File: src/rtl/packet_buffer_pkg.sv
// Packet buffer shared definitions: frame limits and scheduler states.
package packet_buffer_pkg;

    localparam int MAX_ETH_FRAME_LENGTH = 1518;
    localparam int PKT_LEN_WIDTH = $clog2(MAX_ETH_FRAME_LENGTH + 1);

    typedef enum logic [0:0] {
        SCHED_ARB,
        SCHED_STREAM
    } sched_state_t;

endpackage

File: src/rtl/rr_arbiter.sv
// Combinational round-robin arbiter: lowest request index at or after ptr
// wins, wrapping modulo NUM_REQ (NUM_REQ must be a power of two).
module rr_arbiter #(
    parameter int NUM_REQ = 8,
    parameter int IDX_W   = $clog2(NUM_REQ)
) (
    input  logic [NUM_REQ-1:0] req,
    input  logic [IDX_W-1:0]   ptr,
    output logic [IDX_W-1:0]   grant_idx,
    output logic               grant_valid
);

    logic [IDX_W-1:0] idx;

    // Scan from the farthest offset down so the nearest request wins last.
    always_comb begin
        grant_idx   = ptr;
        grant_valid = 1'b0;
        idx         = ptr;
        for (int i = NUM_REQ - 1; i >= 0; i--) begin
            idx = ptr + IDX_W'(i);
            if (req[idx]) begin
                grant_idx   = idx;
                grant_valid = 1'b1;
            end
        end
    end

endmodule

File: src/rtl/packet_buffer_read_scheduler.sv
// Drains per-lane byte FIFOs into one AXI4-Stream master, one whole
// packet at a time, round-robin over lanes holding a length descriptor.
module packet_buffer_read_scheduler
    import packet_buffer_pkg::*;
#(
    parameter int NUM_LANES  = 8,
    parameter int DATA_WIDTH = 8,
    parameter int LEN_WIDTH  = PKT_LEN_WIDTH
) (
    input  logic                         clk_i,
    input  logic                         rst_i,
    input  logic [LEN_WIDTH-1:0]         desc_len_i    [NUM_LANES],
    input  logic [NUM_LANES-1:0]         desc_valid_i,
    output logic [NUM_LANES-1:0]         desc_ready_o,
    input  logic [DATA_WIDTH-1:0]        lane_tdata_i  [NUM_LANES],
    input  logic [NUM_LANES-1:0]         lane_tvalid_i,
    output logic [NUM_LANES-1:0]         lane_tready_o,
    output logic [DATA_WIDTH-1:0]        m_tdata_o,
    output logic                         m_tvalid_o,
    output logic                         m_tlast_o,
    input  logic                         m_tready_i,
    output logic [$clog2(NUM_LANES)-1:0] m_lane_o,
    output logic [31:0]                  pkt_count_o,
    output logic                         err_zero_len_o
);

    localparam int LANE_W = $clog2(NUM_LANES);

    sched_state_t         state_q;
    sched_state_t         state_d;
    logic [LANE_W-1:0]    rr_ptr_q;
    logic [LANE_W-1:0]    lane_q;
    logic [LEN_WIDTH-1:0] remaining_q;
    logic [31:0]          pkt_count_q;
    logic                 err_q;
    logic                 arb_en_q;

    logic [LANE_W-1:0]    grant_idx;
    logic                 grant_valid;
    logic [LEN_WIDTH-1:0] grant_len;
    logic                 grant_fire;
    logic                 beat;

    rr_arbiter #(
        .NUM_REQ (NUM_LANES)
    ) u_arb (
        .req         (desc_valid_i),
        .ptr         (rr_ptr_q),
        .grant_idx   (grant_idx),
        .grant_valid (grant_valid)
    );

    // arb_en_q holds off grants for the first cycle out of reset.
    assign grant_len  = desc_len_i[grant_idx];
    assign grant_fire = !rst_i && arb_en_q && grant_valid
                        && (state_q == SCHED_ARB);
    assign beat       = m_tvalid_o && m_tready_i;

    always_comb begin
        state_d       = state_q;
        desc_ready_o  = '0;
        lane_tready_o = '0;
        m_tdata_o     = '0;
        m_tvalid_o    = 1'b0;
        m_tlast_o     = 1'b0;
        unique case (state_q)
            SCHED_ARB: begin
                if (grant_fire) begin
                    desc_ready_o[grant_idx] = 1'b1;
                    if (grant_len != '0) begin
                        state_d = SCHED_STREAM;
                    end
                end
            end
            SCHED_STREAM: begin
                if (!rst_i) begin
                    m_tdata_o             = lane_tdata_i[lane_q];
                    m_tvalid_o            = lane_tvalid_i[lane_q];
                    lane_tready_o[lane_q] = m_tready_i;
                    m_tlast_o = m_tvalid_o
                                && (remaining_q == LEN_WIDTH'(1));
                    if (m_tlast_o && m_tready_i) begin
                        state_d = SCHED_ARB;
                    end
                end
            end
            default: state_d = SCHED_ARB;
        endcase
    end

    always_ff @(posedge clk_i) begin
        if (rst_i) begin
            state_q     <= SCHED_ARB;
            rr_ptr_q    <= '0;
            lane_q      <= '0;
            remaining_q <= '0;
            pkt_count_q <= '0;
            err_q       <= 1'b0;
            arb_en_q    <= 1'b0;
        end else begin
            state_q  <= state_d;
            arb_en_q <= 1'b1;
            err_q    <= 1'b0;
            if (grant_fire) begin
                remaining_q <= grant_len;
                lane_q      <= grant_idx;
                rr_ptr_q    <= grant_idx + LANE_W'(1);
                err_q       <= (grant_len == '0);
            end
            if (beat) begin
                remaining_q <= remaining_q - LEN_WIDTH'(1);
                if (remaining_q == LEN_WIDTH'(1)) begin
                    pkt_count_q <= pkt_count_q + 32'd1;
                end
            end
        end
    end

    assign m_lane_o       = lane_q;
    assign pkt_count_o    = pkt_count_q;
    assign err_zero_len_o = err_q;

endmodule

File: config.mk
export PLATFORM = sky130hd
export DESIGN_NAME = packet_buffer_read_scheduler
export DESIGN_NICKNAME = d
export VERILOG_FILES = /design/src/rtl/packet_buffer_pkg.sv /design/src/rtl/rr_arbiter.sv /design/src/rtl/packet_buffer_read_scheduler.sv
export SDC_FILE = /design/constraint.sdc
export NUM_CORES = 1
export LEC_CHECK = 0
export BUFFER_PORTS_ARGS = -buffer_cell sky130_fd_sc_hd__buf_4
export CORE_AREA = 2 2 122 124
export DETAILED_ROUTE_END_ITERATION = 12
export DIE_AREA = 0 0 124 126
export HOLD_SLACK_MARGIN = 0.08
export PLACE_DENSITY_LB_ADDON = 0.2
export SETUP_SLACK_MARGIN = 0.15
export SKIP_CTS_REPAIR_TIMING = 1
export SLEW_MARGIN = 20
export SYNTH_ARGS = -nofsm -noshare
export SYNTH_HDL_FRONTEND = slang
export SYNTH_HIERARCHICAL = 1
export SYNTH_SLANG_ARGS = --single-unit
File: constraint.sdc
create_clock -name clk_i -period 12 [get_ports clk_i]
set_input_delay 1.2 -clock clk_i [delete_from_list [all_inputs] [get_ports clk_i]]
set_output_delay 1.2 -clock clk_i [all_outputs]
set_load 0.1 [all_outputs]
==> summary.md <==
| Metric | Value |
|---|---|
| Status | completed |
| Required time worst endpoint | between 10000 and 15000 ps |
| Total global-route track usage | 0.2183 |
| Peak supply drop | ~0.00015 V |
| Max Transition Viols Final | 0 |
| Worst Skew | roughly 13 ps |
| Library cell with the highest instance count after synthesis | dfxtp_1 |
| Synth Net Count | roughly 730 |
| Number of buffers inserted during clock tree synthesis | 5 |
| GP Congestion | ~0.88 |
| Largest fanout on the critical path | 30 |
| Top cells by instance count after synthesis | dfxtp_1 (52), nand2_1 (46), nor2_1 (44), mux4_2 (41), a21oi_1 (38) |
| Clock transition at the registers of the reported paths | 70 ps |
| CP Cell Sequence | inv_2 > ha_1 > mux4_2 > mux2i_1 > nand2b_1 > a31oi_1 > o21ai_1 > xnor2_2 > buf_4 > nand2_1 > nor3_1 > buf_4 |
| Static leakage | 2.746 nW |
| H-Tree Depth | 2 |
| Unrepaired setup endpoints after global routing | false |
| Number of synthesized flops with an enable pin | 0 |
| Maximum number of pins on one net before global-route repair | 44 |
| Via count of the first global-routing pass | 5388 |
| # setup viols final | 0 |
| Largest area contributor in the netlist | dfxtp_1 |
| Post-synthesis to final-layout area growth | 40.87% |
| Number of different library cells in the post-synthesis netlist | 64 |
| Die Area | ~16000 um^2 |
| Kind of start point of the critical path | flop |
| Die W | between 100 and 150 um |
| Class of the most critical hold timing path | reg -> reg |
| Final worst-path cycle share | 0.4561 |
| Number of storage elements in the synthesis netlist | 52 |
| Crit-path slowest cell | dfxtp_1 |
| Total of fill cells in the finished design | between 1000 and 1500 |
| Drt via density | 5.732 |
| Power density over cell area | roughly 190 nW/um^2 |
| CTS tree | built |
| Sequential cell area | 1041 um^2 |
| Post-synthesis area per instance | a little under 9 um^2 |
| Footprint of the multi-input gates | between 3000 and 4000 um^2 |
| Area share of the leading cell type in the synthesized netlist | 0.2124 |
| Final TNS setup | 0 ps |
| Post-route ant nets | 0 |
| Cells after synthesis | 551 |
| Cell Count, Final, Fillers Out | roughly 950 |
| DRC errors left | 0 |
| 1st-pass router iterations | 5 |
| Core region area | between 10000 and 15000 um^2 |
| Wirelength per Cell | between 15 and 20 um |
| Count of max-cap constraint violations | 0 |
| Half-perimeter wire length of the detailed placement result | between 10000 and 15000 um |
| Vias after detailed routing | 5417 |
| F_max | around 180 MHz |
| Largest stage delay on the critical path | between 700 and 800 ps |
| Critical Path Sink Type | output port |
| Starting density of the core | 0.3424 |
| Seq/Total Area, Yosys | 0.2124 |
| Relative slew margins | 0.4127 |
| Row Count | 44 |
| Most Frequent Cell on Critical Path | buf_4 |
| Antenna violations before repair | 0 |
| Worst endpoint data arrival time | ~4300 ps |
| Number of warnings reported in the yosys synthesis log | 6 |
| Clock tree sinks | 52 |
| Primary flip-flop cell chosen by synthesis mapping | dfxtp_1 |
| GR Overflow Total | 0 |
| Share of cells above drive strength 1 | 0.4205 |
| Ys async rst share | 0 |
| Port Buf Inserts | around 230 |
| Post-Synthesis Cell Area | about 4900 um^2 |
| Post-placement cell count | roughly 940 |
| Top Family by Delay on Critical Path | buffers and inverters |
| Largest cells by area after synthesis | dfxtp_1 (21%), mux4_2 (19%), mux2i_1 (5.9%) |
| Layout Nets | about 940 |
| Number of diodes | 0 |
| Post-layout minimum cycle time | 5474 ps |
| Detailed-route wire length | 17030 um |
| Critical setup path kind | reg -> out |
| Least-Margin Pin Slew | a little under 900 ps |
| Cell at the root of the clock tree | clkbuf_16 |
| Count of buffer and inverter cells on the critical path | 3 |
| Global-route wire length before repair | 27520 um |
| Starting DRT DRC Count | 363 |
| Skew-Pair Late Insertion Delay | around 300 ps |
| Height of the die | ~130 um |
| IO Pins | roughly 230 |
| Buffer levels on the longest clock path | 2 |
| Final Hold Fails | 0 |
[per-stage QoR]
step	worst slack (ps)	utilization	hold slack, ps	power (mW)	cell area [um^2]
final	6526	0.4823	492.2	1.312	6904
after global routing	6140	0.4823	513.1	1.412	6904
after CTS	6513	0.4823	491.7	1.321	6904
after detailed placement	6809	0.4720	482.9	1.169	6756
after global placement	6906	0.4720	469.0	1.166	6756
after floorplan	4838	-	438.3	0.9675	4901
[where the power goes]
group	total, mW	internal [mW]	switching, mW	leakage (nW)
clock	0.147	0.0783	0.0686	0.0742
combinational	0.950	0.435	0.515	2.25
sequential	0.215	0.190	0.0252	0.421
total	1.31	0.703	0.608	2.75
[worst reg2reg max path: stages, from the launching register on]
cell and delay (ps):
dfxtp_1 710, inv_2 210, ha_1 550, mux4_2 460, mux2i_1 330, nand2b_1 150, a31oi_1 80, o21ai_1 230
xnor2_2 130, buf_4 430, mux4_2 570, mux2_2 290, or4b_2 690, nor3_1 150, o21ai_0 90
[area by class of cell]
cell class / instances / share of cell area
tap: 184 / 0.03335
multi-input combinational: 442 / 0.5232
inverter: 19 / 0.01033
clock buffer: 5 / 0.01812
timing repair buffer: 240 / 0.2610
sequential: 52 / 0.1508
clock inverter: 3 / 0.003262
[registers in the layout, summed over array words and instances (netlist names)]
name	cells
pkt_count_o	32
remaining_q	11
m_lane_o	3
rr_ptr_q	3
arb_en_q	1
err_zero_len_o	1
state_q	1
[cells in the final DEF, fill, tap and decap left out, types with 8 or more instances in the layout]
master   instances
a21oi_1         38
a31oi_1          8
buf_4          240
dfxtp_1         52
inv_1           18
mux2_2          12
mux2i_1         29
mux4_2          41
nand2_1         46
nand3_1         24
nand4_1         15
nor2_1          43
nor3_1          10
o21ai_0         24
o31ai_1          9
or3_1           17
or4_1           11
[routing by layer]
metal	wire length (um)	vias to the layer above	global-route usage
met5	0	-	0
met4	372	0	0.05486
met3	842	26	0.03306
met2	8571	197	0.3765
met1	7240	2617	0.2841
li1	-	2577	-
[cells by family after synthesis]
group,count (synthesis),share of synthesized area
AO/OA/AOI/OAI,132,0.1810
XOR/XNOR,7,0.01251
adder cells (fa/ha/maj),6,0.01532
buffers and inverters,57,0.05259
flip-flops,52,0.2124
multiplexers,88,0.3020
AND/OR/NAND/NOR,209,0.2242
[final timing paths]
path / start / endpoint / slack [ps] / cells past startpoint
setup / recovery: rr_ptr_q[0] / desc_ready_o[1] / 6530 / 12
hold / removal: remaining_q[1] / remaining_q[1] / 490 / 2
setup reg to reg: rr_ptr_q[0] / state_q / 6810 / 14
hold reg to reg: remaining_q[1] / remaining_q[1] / 490 / 2
(Power assumes the default switching activity.)
